**src/rtl/mbc_multi.sv**
```systemverilog
// Multi-game MBC5-style cartridge mapper: banked ROM/RAM decode plus a one-shot
// unlock sequence that commits a game slot and pulses the console reset.
module mbc_multi #(
  parameter int                ROM_BANK_W = 9,
  parameter int                RAM_BANK_W = 4,
  parameter int                SLOT_W     = 2,
  parameter logic [SLOT_W-1:0] MENU_SLOT  = '1,
  parameter int                TIMEOUT    = 65535,
  parameter int                RST_CYCLES = 1024
) (
  input  logic                         CLK,
  input  logic                         RST,
  input  logic [3:0]                   GB_A,
  input  logic [7:0]                   GB_D,
  input  logic                         GB_CS,
  input  logic                         GB_WR,
  input  logic                         GB_RD,
  output logic                         GB_RST,
  output logic [ROM_BANK_W+SLOT_W-1:0] ROM_A,
  output logic [RAM_BANK_W+SLOT_W-1:0] RAM_A,
  output logic                         ROM_CS,
  output logic                         RAM_CS,
  output logic                         DDIR,
  output logic                         LOCKED
);

  localparam int TW = (TIMEOUT > 0) ? $clog2(TIMEOUT + 1) : 1;
  localparam int PW = (RST_CYCLES > 1) ? $clog2(RST_CYCLES) : 1;

  typedef enum logic [1:0] {
    S_IDLE   = 2'd0,
    S_ARM1   = 2'd1,
    S_ARM2   = 2'd2,
    S_LOCKED = 2'd3
  } state_t;

  state_t state_q, state_d;

  logic [3:0]            a_s1, a_s2;
  logic [7:0]            d_s1, d_s2;
  logic                  wr_s1, wr_s2, wr_q;
  logic                  wr_acc, wr_7, lock_entry, tmo_hit;
  logic [ROM_BANK_W-1:0] rom_bank;
  logic [RAM_BANK_W-1:0] ram_bank;
  logic                  ram_en;
  logic [SLOT_W-1:0]     slot_q, slot_d, slot_eff;
  logic [TW-1:0]         tmo_q;
  logic [PW-1:0]         pcnt_q;
  logic                  pulse_pend_q, gb_rst_q;
  logic                  rom_win, rom_lower, ram_win;

  always_ff @(posedge CLK or posedge RST) begin
    if (RST) begin
      a_s1  <= '1;
      a_s2  <= '1;
      d_s1  <= '1;
      d_s2  <= '1;
      wr_s1 <= 1'b1;
      wr_s2 <= 1'b1;
      wr_q  <= 1'b1;
    end else begin
      a_s1  <= GB_A;
      a_s2  <= a_s1;
      d_s1  <= GB_D;
      d_s2  <= d_s1;
      wr_s1 <= GB_WR;
      wr_s2 <= wr_s1;
      wr_q  <= wr_s2;
    end
  end

  // Falling edge of the synchronized strobe: one accept per WR pulse.
  assign wr_acc  = ~wr_s2 & wr_q & gb_rst_q;
  assign wr_7    = wr_acc && (a_s2 == 4'h7);
  assign tmo_hit = (tmo_q >= TW'(TIMEOUT));

  always_comb begin
    state_d = state_q;
    slot_d  = slot_q;
    case (state_q)
      S_IDLE: begin
        if (wr_7 && d_s2 == 8'hA5) state_d = S_ARM1;
      end
      S_ARM1: begin
        if (wr_7)         state_d = (d_s2 == 8'h5A) ? S_ARM2 : S_IDLE;
        else if (tmo_hit) state_d = S_IDLE;
      end
      S_ARM2: begin
        if (wr_7) begin
          state_d = S_LOCKED;
          slot_d  = d_s2[SLOT_W-1:0];
        end else if (tmo_hit) begin
          state_d = S_IDLE;
        end
      end
      default: state_d = S_LOCKED;
    endcase
  end

  assign lock_entry = (state_q != S_LOCKED) && (state_d == S_LOCKED);

  always_ff @(posedge CLK or posedge RST) begin
    if (RST) begin
      state_q <= S_IDLE;
      slot_q  <= '0;
      tmo_q   <= '0;
    end else begin
      state_q <= state_d;
      slot_q  <= slot_d;
      if ((state_q == S_ARM1 || state_q == S_ARM2) && state_d == state_q && !wr_7)
        tmo_q <= tmo_q + 1'b1;
      else
        tmo_q <= '0;
    end
  end

  // Reset pulse starts one clock after lock, so the bank reload lands first.
  always_ff @(posedge CLK or posedge RST) begin
    if (RST) begin
      pulse_pend_q <= 1'b0;
      gb_rst_q     <= 1'b1;
      pcnt_q       <= '0;
    end else begin
      pulse_pend_q <= lock_entry;
      if (pulse_pend_q) begin
        gb_rst_q <= 1'b0;
        pcnt_q   <= PW'(RST_CYCLES - 1);
      end else if (!gb_rst_q) begin
        if (pcnt_q == '0) gb_rst_q <= 1'b1;
        else              pcnt_q   <= pcnt_q - 1'b1;
      end
    end
  end

  always_ff @(posedge CLK or posedge RST) begin
    if (RST) begin
      rom_bank <= ROM_BANK_W'(1);
      ram_bank <= '0;
      ram_en   <= 1'b0;
    end else if (lock_entry) begin
      rom_bank <= ROM_BANK_W'(1);
      ram_bank <= '0;
      ram_en   <= 1'b0;
    end else if (wr_acc) begin
      case (a_s2)
        4'h0, 4'h1: ram_en <= (d_s2[3:0] == 4'hA);
        4'h2:       rom_bank[7:0] <= d_s2;
        4'h3:       rom_bank[ROM_BANK_W-1:8] <= d_s2[ROM_BANK_W-9:0];
        4'h4, 4'h5: ram_bank <= d_s2[RAM_BANK_W-1:0];
        default:    ;
      endcase
    end
  end

  assign slot_eff  = (state_q == S_LOCKED) ? slot_q : MENU_SLOT;
  assign rom_win   = ~GB_A[3];
  assign rom_lower = (GB_A[3:2] == 2'b00);
  assign ram_win   = (GB_A[3:1] == 3'b101);

  assign ROM_A  = {slot_eff, rom_lower ? {ROM_BANK_W{1'b0}} : rom_bank};
  assign RAM_A  = {slot_eff, ram_bank};
  assign ROM_CS = ~(rom_win & gb_rst_q);
  assign RAM_CS = ~(ram_win & ram_en & ~GB_CS & gb_rst_q);
  assign DDIR   = (~ROM_CS | ~RAM_CS) & ~GB_RD;
  assign GB_RST = gb_rst_q;
  assign LOCKED = (state_q == S_LOCKED);

endmodule
```
**config.mk**
```make
export PLATFORM = sky130hd
export DESIGN_NAME = mbc_multi
export DESIGN_NICKNAME = d
export VERILOG_FILES = /design/src/rtl/mbc_multi.sv
export SDC_FILE = /design/constraint.sdc
export NUM_CORES = 1
export LEC_CHECK = 0
export BUFFER_PORTS_ARGS = -buffer_cell sky130_fd_sc_hd__buf_2
export CAP_MARGIN = 20
export CORE_ASPECT_RATIO = 1.2
export CORE_MARGIN = 2
export CORE_UTILIZATION = 41
export DETAILED_ROUTE_END_ITERATION = 10
export PLACE_DENSITY_LB_ADDON = 0.2
export SKIP_LAST_GASP = 1
export SLEW_MARGIN = 20
export SYNTH_ARGS = -nofsm -noshare
export SYNTH_HDL_FRONTEND = slang
export SYNTH_SLANG_ARGS = --single-unit
```
**constraint.sdc**
```tcl
create_clock -name CLK -period 3 [get_ports CLK]
set_clock_uncertainty 0.1 [all_clocks]
set_input_delay 0.9 -clock CLK [delete_from_list [all_inputs] [get_ports CLK]]
set_output_delay 0.9 -clock CLK [all_outputs]
set_load 0.01 [all_outputs]
```
==> impl_metrics.py, run 1 <==
metrics = {
    "setup_path": {
        "crit_arrival_ns": 1.87,
        "crit_fanout": 3,
        "crit_path_start": "GB_A[2]",
        "startpoint_type": "primary input",
        "path_class": "in2out",
        "worst_ep_required_time_ns": 2.00,
        "end_kind": "output port",
        "r2r-start": "GB_RST",
    },
    "logic_synthesis": {
        "synth_top_area_share_pct": 33.7,
        "synth_cell_type_count": 49,
        "async_flop_share_pct": 100,
        "synth_area_leaders": "dfrtp_1 (34%), dfstp_2 (23%), mux2i_1 (4.0%), xor2_1 (3.7%), nor2_1 (3.2%)",
        "synth.avg_cell_area_um2": 11.5,
        "yosysWarnings": 0,
        "ys.flop_type": "dfrtp_1",
        "syn-num-nets": 307,
        "synth-seq-cells": 73,
        "synth.most_common_cell": "dfrtp_1",
        "synth-edff-count": 0,
        "synth_area_leader_cell": "dfrtp_1",
        "ys_top_cells_by_count": "dfrtp_1 (44), dfstp_2 (29), nor2_1 (28), a21oi_1 (19), nand3_1 (15)",
        "syn_inst": 284,
        "yosysSeqAreaShare_pct": 56.9,
        "synth_area_um2": 3270,
    },
    "final_layout": {
        "fin_cells": 429,
        "nNetsFinal": 355,
        "multi_input_area_um2": 1310,
        "syn2layout_area_growth_pct": 15.6,
        "antenna_cells": 0,
        "fin_area_um2": 3780,
        "seq_area_um2": 1860,
        "n_fill_cell": 737,
        "layout-drive-gt1-share_pct": 32.0,
    },
    "detailed_routing": {
        "drc": 0,
        "vias": 2218,
        "drt_wl_total_mm": 6.17,
        "first_iter_violations": 76,
        "dr.pass1.iters": 4,
        "routedWlPerCell_um": 14.4,
        "detail-route-antenna-nets": 0,
        "vias_per_cell": 5.17,
    },
    "die": {
        "start_util_pct": 42.5,
        "dieArea_um2": 8710,
        "pin_count": 39,
        "rows": 35,
        "core_um2": 7710,
        "die_x_um": 85.6,
        "dieHeight_um": 102,
    },
    "sta": {
        "worst_slew_pin_slew_ns": 0.545,
        "rsz0062_at_grt": "no",
        "fin_crit_sh_pct": 95.7,
        "final_hold_viol_count": 0,
        "fin_crit_ns": 2.87,
        "relSlewSlack_pct": 62.7,
        "finalSetupTns_ns": 0,
        "fmax_mhz": 348,
        "slew_violations": 0,
        "final-setup-viol-count": 0,
        "hold_slack_ns": 0.258,
    },
    "cts": {
        "postCtsSetupRepairBufs": 0,
        "cts_sinks": 73,
        "cts_tree": "yes",
        "clkLatencyLatePin_ns": 0.35,
        "root_buffer": "clkbuf_8",
        "holdBufCountCts": 0,
        "htreeDepth": 3,
        "cts.repair.resized": 0,
        "cts_buffers": 9,
        "clk_pin_slew_ns": 0.08,
        "clockBufferDepth": 2,
    },
    "pwr": {
        "finalPower_uw": 1990,
        "ir_drop_mv": 0.353,
        "p_per_area_nw_per_um2": 527,
        "p_leak_uw": 0.00173,
    },
    "placement": {
        "place_hpwl_mm": 4.36,
        "portBuffers": 38,
        "placed_cells": 413,
        "place_area_um2": 3590,
        "globalplace.congestion": 0.817,
    },
    "min_path": {
        "min_from": "d_s1[6]",
        "hp-class": "reg2reg",
    },
    "global_routing": {
        "grt_remaining_overflow": 0,
        "antenna_found_initial": 0,
        "grt_max_degree": 33,
        "grt_use_total_pct": 16.0,
        "grt_pass1_wl_mm": 10.8,
        "grt_pass1_vias": 2242,
    },
    "status": {
        "status": "complete, no violations",
    },
    "job": {
        "maxCapViolCount": 0,
    },
}
-- cell usage in the layout (no fill, tap or decap), drive strengths merged, types with 7 or more instances in the layout --
cell and count:
inv 15, clkbuf 9, nand2 8, xnor2 7
nand3 16, dfrtp 44, nor2b 9, dfstp 29
mux2i 13, nand2b 10, xor2 14, buf 46
nor2 28, a21oi 20
-- worst max-delay path, cell delays in order --
cell	delay (ns)
buf_2	0.11
nor4bb_1	0.38
nand3_1	0.17
a21oi_1	0.16
buf_2	0.14
-- through the flow --
step	util [%]	setup slack, ns
final	49.1	0.130
after global routing	49.1	0.0856
after CTS	49.1	0.129
after detailed placement	46.6	0.124
after global placement	46.6	0.133
after floorplan	-	0.195
-- sequential cells by signal, summed over array words and instances (netlist names) --
signal / flops
a_s2: 4
rom_bank: 9
wr_s1: 1
d_s2: 8
tmo_q: 16
slot_q: 2
a_s1: 4
wr_q: 1
d_s1: 8
ram_bank: 4
pcnt_q: 10
GB_RST: 1
pulse_pend_q: 1
state_q: 2
ram_en: 1
wr_s2: 1
-- cells by family after synthesis --
logic type	share of synthesized area [%]
buffers and inverters	2.94
AND/OR/NAND/NOR	19.8
adder cells (fa/ha/maj)	2.29
XOR/XNOR	5.62
AO/OA/AOI/OAI	7.38
flip-flops	56.9
multiplexers	5.01
-- power by group --
| group | switching [uW] | internal [uW] | total, uW | leakage [uW] |
|---|---|---|---|---|
| registers | 32.8 | 1050 | 1090 | 0.000904 |
| clock network | 423 | 326 | 749 | 0.000100 |
| logic | 82.7 | 74.6 | 157 | 0.000723 |
| total | 539 | 1460 | 1990 | 0.00173 |
-- path summary, 6_finish.rpt --
path	end	slack, ns	cells past startpoint
worst max-delay path	DDIR	0.13	5
worst min-delay path	d_s2[6]	0.26	0
worst max register to register	rom_bank[6]	0.67	6
worst min register to register	d_s2[6]	0.26	0
max in group asynchronous	d_s2[4]	1.62	3
min in group asynchronous	pcnt_q[9]	0.46	2
-- layout make-up --
cell class	count	share of cell area [%]
sequential	73	49.2
multi-input combinational	192	34.7
clock inverter	7	1.82
clock buffer	9	3.27
tap	92	3.04
timing repair buffer	46	6.94
inverter	10	0.992
-- per-layer routing --
layer	part of all wire, %	GRT usage [%]	routed length, um
met3	2.5	2.67	156
met4	2.1	8.06	129
met2	49	25.2	3000
met5	0	0	0
met1	47	21.5	2890
No activity file was read; power rests on OpenSTA's default activity.
==> run 2, diff against run 1 <==
PLACE_DENSITY = 0.6   (was default)
PLACE_DENSITY_LB_ADDON = default   (was 0.2)
==> run 2 against run 1 <==
Sequential power about the same. Non-clock buffer count decreased by 1. Critical path depth stayed put. Clock-buffer cell count unchanged. Maximum frequency increased by 0.11%. Flip-flop and latch count unchanged. Clock power up 12%. Hold slack worse by 0.00080 ns. Die area unchanged. Routed wire length increased by 1.4%. Largest power group unchanged. Highest routed layer unchanged.
==> impl_metrics.py, run 2 (synthesized netlist as in run 1, its figures left out) <==
metrics = {
    "status": {
        "status": "complete, no violations",
    },
    "sta": {
        "fmax_mhz": 349,
        "relSlewSlack_pct": 64.7,
        "final-setup-viol-count": 0,
        "fin_ws_ns": 0.133,
        "fin_crit_ns": 2.87,
        "rsz0062_at_grt": "no",
        "final_hold_viol_count": 0,
        "finalSetupTns_ns": 0,
        "worst_slew_pin_slew_ns": 0.516,
        "fin_crit_sh_pct": 95.6,
        "slew_violations": 0,
    },
    "setup_path": {
        "path_class": "in2out",
        "worst_ep_required_time_ns": 2.00,
        "critical_path_depth": 5,
        "max_stage_delay_ns": 0.36,
        "critPathSlowestCell": "nor4bb_1",
        "critPathBufInv": 2,
        "crit_fanout": 3,
        "r2r_cells": 8,
        "crit_arrival_ns": 1.87,
        "cpMostUsedCell": "buf_2",
        "startpoint_type": "primary input",
        "crit_family": "simple AND/OR/NAND/NOR gates",
        "path_cells": "buf_2 -> nor4bb_1 -> nand3_1 -> a21oi_1 -> buf_2",
        "end_kind": "output port",
    },
    "pwr": {
        "ir_drop_mv": 0.382,
        "p_comb_share_pct": 7.5,
        "finalPower_uw": 2090,
        "p_clk_share_pct": 40.3,
        "switching_share_pct": 23.4,
        "p_per_area_nw_per_um2": 550,
        "p_leak_uw": 0.00174,
        "p_seq_share_pct": 52.2,
        "p_int_uw": 1600,
        "p_switching_uw": 489,
    },
    "placement": {
        "globalplace.congestion": 0.836,
        "portBuffers": 38,
        "place_area_um2": 3580,
        "place_hpwl_mm": 4.42,
        "placed_cells": 412,
        "preCtsSetupSlack_ns": 0.131,
    },
    "final_layout": {
        "final_cell_mix": "dfrtp_1 (44), buf_2 (38), dfstp_2 (29)",
        "antenna_cells": 0,
        "largest_register_ffs": 16,
        "syn2layout_area_growth_pct": 16.1,
        "top_regs": "tmo_q x16, pcnt_q x10, rom_bank x9",
        "final_common_cell": "dfrtp_1",
        "nNetsFinal": 354,
        "layout-drive-gt1-share_pct": 31.8,
        "fin_area_um2": 3800,
        "largest_register": "tmo_q",
        "fin_cells": 428,
    },
    "detailed_routing": {
        "drt_wl_total_mm": 6.26,
        "routedWlPerCell_um": 14.6,
        "drc": 0,
        "detail-route-antenna-nets": 0,
        "dr.pass1.iters": 4,
        "vias": 2207,
        "vias_per_cell": 5.16,
        "first_iter_violations": 81,
    },
    "cts": {
        "clk_pin_slew_ns": 0.07,
        "cts_sinks": 73,
        "root_buffer": "clkbuf_8",
        "htreeDepth": 3,
        "cts.repair.resized": 0,
        "holdBufCountCts": 0,
        "postCtsSetupRepairBufs": 0,
        "clkLatencyLatePin_ns": 0.34,
        "cts_tree": "yes",
        "clockBufferDepth": 2,
        "cts_buffers": 9,
    },
    "die": {
        "pin_count": 39,
        "core_um2": 7710,
        "dieArea_um2": 8710,
        "rows": 35,
        "dieHeight_um": 102,
        "start_util_pct": 42.5,
        "die_x_um": 85.6,
    },
    "global_routing": {
        "antenna_found_initial": 0,
        "grt_remaining_overflow": 0,
        "grt_max_degree": 35,
        "grt_use_total_pct": 15.7,
        "grt_pass1_vias": 2220,
        "grt_pass1_wl_mm": 10.6,
    },
    "min_path": {
        "holdPathStages": 0,
        "hp-class": "reg2reg",
    },
    "job": {
        "maxCapViolCount": 0,
    },
}
## run 2: final cells by class
cell class                 count  area, um2
clock inverter                 7       91.3
multi-input combinational    192       1310
fill                         721       3910
timing repair buffer          45        255
clock buffer                   9        124
inverter                      10       37.5
sequential                    73       1860
tap                           92        115
## run 2: metal layers
metal	share of wire [%]	vias to the layer above	GRT usage [%]
li1	-	1084	-
met1	46	1076	20.3
met2	49	36	24.9
met3	2.6	11	3.72
met4	1.7	0	7.57
met5	0	-	0
## run 2: path summary, 6_finish.rpt
kind / from / to / slack [ns]
worst min-delay path: d_s1[6] / d_s2[6] / 0.26
worst max-delay path: GB_A[2] / DDIR / 0.13
worst max register to register: pcnt_q[0] / pcnt_q[8] / 0.67
min in group asynchronous: RST / pcnt_q[7] / 0.46
worst min register to register: d_s1[6] / d_s2[6] / 0.26
max in group asynchronous: RST / rom_bank[0] / 1.73
## run 2: stage by stage
| stage | hold slack [ns] | util [%] |
|---|---|---|
| 2_1_floorplan | 0.245 | - |
| 3_3_place_gp | 0.246 | 46.5 |
| 3_5_place_dp | 0.247 | 46.5 |
| 4_1_cts | 0.258 | 49.3 |
| 5_1_grt | 0.260 | 49.3 |
| 6_report | 0.257 | 49.3 |
## run 2: worst register-to-register path, cell delays in order, from the launching register on
cell and delay (ns):
dfrtp_1 0.39, inv_1 0.06, ha_1 0.24, nor4b_1 0.16, a31oi_1 0.16, buf_4 0.21, nand4_1 0.21, o31ai_1 0.23
or3b_2 0.46
## run 2: power by group through the flow
stage	Sequential [uW]	Combinational (uW)	Clock, uW
floorplan	1100	92.0	0
global placement	1110	157	0
detailed placement	1110	160	0
CTS	1090	161	870
global route	1100	176	895
finish	1090	156	841
==> run 3, diff against run 2 <==
ABC_AREA = 1   (was default)
PLACE_DENSITY = 0.59   (was 0.6)
==> run 3 against run 2 <==
Die area up 1.2%. Final area up 1.1%. Sequential share of layout area fell by 0.54 points. Power is 0.65% higher. Clock-buffer cell count is 1 higher. Core utilization up 0.27 points. Register-to-register slack better by 0.16 ns. Flip-flop and latch count unchanged. Critical path depth unchanged. Maximum frequency up 6.1%. Non-clock buffer count down 3. Cell count rose by 19%.
==> impl_metrics.py, run 3 <==
metrics = {
    "status": {
        "status": "complete, no violations",
    },
    "logic_synthesis": {
        "syn-num-nets": 387,
        "synth_area_um2": 3310,
        "synth_area_leaders": "dfrtp_1 (33%), dfstp_2 (23%), nand2_1 (7.2%), inv_1 (7.1%), nor2_1 (4.3%)",
        "ys_top_cells_by_count": "nand2_1 (64), inv_1 (63), dfrtp_1 (44), nor2_1 (38), dfstp_2 (29)",
        "async_flop_share_pct": 100,
        "synth_cell_type_count": 30,
        "synth.avg_cell_area_um2": 9.11,
        "syn_inst": 364,
        "yosysWarnings": 0,
        "synth-edff-count": 0,
        "yosysSeqAreaShare_pct": 56.2,
        "synth_top_area_share_pct": 33.2,
        "ys.flop_type": "dfrtp_1",
        "synth.most_common_cell": "nand2_1",
        "synth_area_leader_cell": "dfrtp_1",
        "synth-seq-cells": 73,
    },
    "setup_path": {
        "path_class": "in2out",
        "startpoint_type": "primary input",
        "cpMostUsedCell": "buf_2",
        "r2r_setup_slack_ns": 0.83,
        "crit_fanout": 4,
        "r2r_end": "rom_bank[1]",
        "r2r-start": "tmo_q[0]",
        "max_stage_delay_ns": 0.33,
        "end_kind": "output port",
        "r2r_cells": 11,
        "crit_arrival_ns": 1.70,
        "critPathSlowestCell": "or3_1",
        "path_cells": "buf_2 -> nand4_1 -> or3_1 -> a21oi_1 -> buf_2",
        "worst_ep_required_time_ns": 2.00,
    },
    "global_routing": {
        "grt_max_degree": 34,
        "grt_pass1_vias": 2448,
        "grt_use_total_pct": 15.6,
        "grt_remaining_overflow": 0,
        "antenna_found_initial": 0,
        "grt_pass1_wl_mm": 10.7,
    },
    "final_layout": {
        "largest_register": "tmo_q",
        "syn2layout_area_growth_pct": 15.9,
        "layout-drive-gt1-share_pct": 26.9,
        "final_common_cell": "nand2_1",
        "multi_input_area_um2": 1170,
        "n_fill_cell": 738,
        "largest_register_ffs": 16,
        "seq_area_um2": 1860,
        "antenna_cells": 0,
        "nNetsFinal": 434,
        "top_regs": "tmo_q x16, pcnt_q x10, rom_bank x9",
        "final_cell_mix": "nand2_1 (64), inv_1 (62), dfrtp_1 (44)",
        "fin_area_um2": 3840,
    },
    "detailed_routing": {
        "dr.pass1.iters": 4,
        "vias": 2422,
        "drt_wl_total_mm": 5.91,
        "vias_per_cell": 4.77,
        "first_iter_violations": 81,
        "drc": 0,
        "routedWlPerCell_um": 11.6,
        "detail-route-antenna-nets": 0,
    },
    "cts": {
        "clockBufferDepth": 2,
        "cts.repair.resized": 0,
        "clkLatencyLatePin_ns": 0.35,
        "htreeDepth": 3,
        "postCtsSetupRepairBufs": 0,
        "root_buffer": "clkbuf_8",
        "cts_buffers": 9,
        "clk_pin_slew_ns": 0.08,
        "holdBufCountCts": 0,
        "cts_sinks": 73,
        "cts_tree": "yes",
    },
    "placement": {
        "place_area_um2": 3610,
        "preCtsSetupSlack_ns": 0.306,
        "portBuffers": 38,
        "place_hpwl_mm": 4.23,
        "globalplace.congestion": 0.803,
    },
    "sta": {
        "fin_ws_ns": 0.299,
        "fmax_mhz": 370,
        "relSlewSlack_pct": 61.4,
        "final-setup-viol-count": 0,
        "finalSetupTns_ns": 0,
        "final_hold_viol_count": 0,
        "fin_crit_sh_pct": 90.0,
        "slew_violations": 0,
        "rsz0062_at_grt": "no",
        "fin_crit_ns": 2.70,
        "worst_slew_pin_slew_ns": 0.579,
        "hold_slack_ns": 0.250,
    },
    "die": {
        "pin_count": 39,
        "dieHeight_um": 102,
        "core_um2": 7750,
        "dieArea_um2": 8820,
        "die_x_um": 86.1,
        "start_util_pct": 42.8,
        "rows": 35,
    },
    "min_path": {
        "holdPathEnd": "a_s2[3]",
        "holdPathStages": 0,
        "min_from": "a_s1[3]",
        "hp-class": "reg2reg",
    },
    "pwr": {
        "ir_drop_mv": 0.324,
        "p_per_area_nw_per_um2": 547,
        "finalPower_uw": 2100,
        "p_leak_uw": 0.00186,
    },
    "job": {
        "maxCapViolCount": 0,
    },
}
-- run 3: cell families after synthesis --
group / count (synthesis) / synth area share [%]
compound gates: 40 / 6.23
xor+xnor: 7 / 1.85
fa+ha+maj: 6 / 2.26
buf+inv: 69 / 8.61
flops: 73 / 56.2
mux: 1 / 0.340
simple gates: 168 / 24.5
-- run 3: metrics by stage --
| step | util, % | instances |
|---|---|---|
| floorplan | - | 364 |
| global placement | 46.6 | 492 |
| detailed placement | 46.6 | 492 |
| CTS | 49.6 | 508 |
| global route | 49.6 | 508 |
| finish | 49.6 | 508 |
-- run 3: worst max-delay path, delay by kind of cell --
family / cells / cell delay (ns)
simple gates: 2 / 0.41
buf+inv: 2 / 0.25
compound gates: 1 / 0.13
-- run 3: area by class of cell --
type / instances / area share (%)
sequential: 73 / 48.5
multi-input combinational: 222 / 30.4
inverter: 63 / 6.16
timing repair buffer: 42 / 6.06
clock buffer: 10 / 3.88
tap: 92 / 3.00
clock inverter: 6 / 2.05
-- run 3: worst max path at each step --
stage / start / endpoint / slack (ns) / cells past startpoint
floorplan: RST / pcnt_q[0] / 0.19 / 1
global placement: GB_A[3] / DDIR / 0.33 / 5
detailed placement: GB_A[3] / DDIR / 0.31 / 5
CTS: GB_A[3] / DDIR / 0.30 / 5
global route: GB_A[3] / DDIR / 0.20 / 5
finish: GB_A[3] / DDIR / 0.30 / 5
-- run 3: power by group --
part	leakage [uW]	total (uW)	switching, uW	internal (uW)
sequential	0.000907	1080	25.3	1050
combinational	0.000833	163	96.4	66.8
clock	0.000116	859	406	453
-- run 3: layer usage --
| layer | track usage [%] | routed length, um | vias up |
|---|---|---|---|
| met2 | 25.2 | 2820 | 37 |
| met1 | 19.8 | 2780 | 1138 |
| met3 | 4.56 | 222 | 9 |
| met5 | 0 | 0 | - |
| met4 | 5.86 | 89 | 0 |
| li1 | - | - | 1238 |
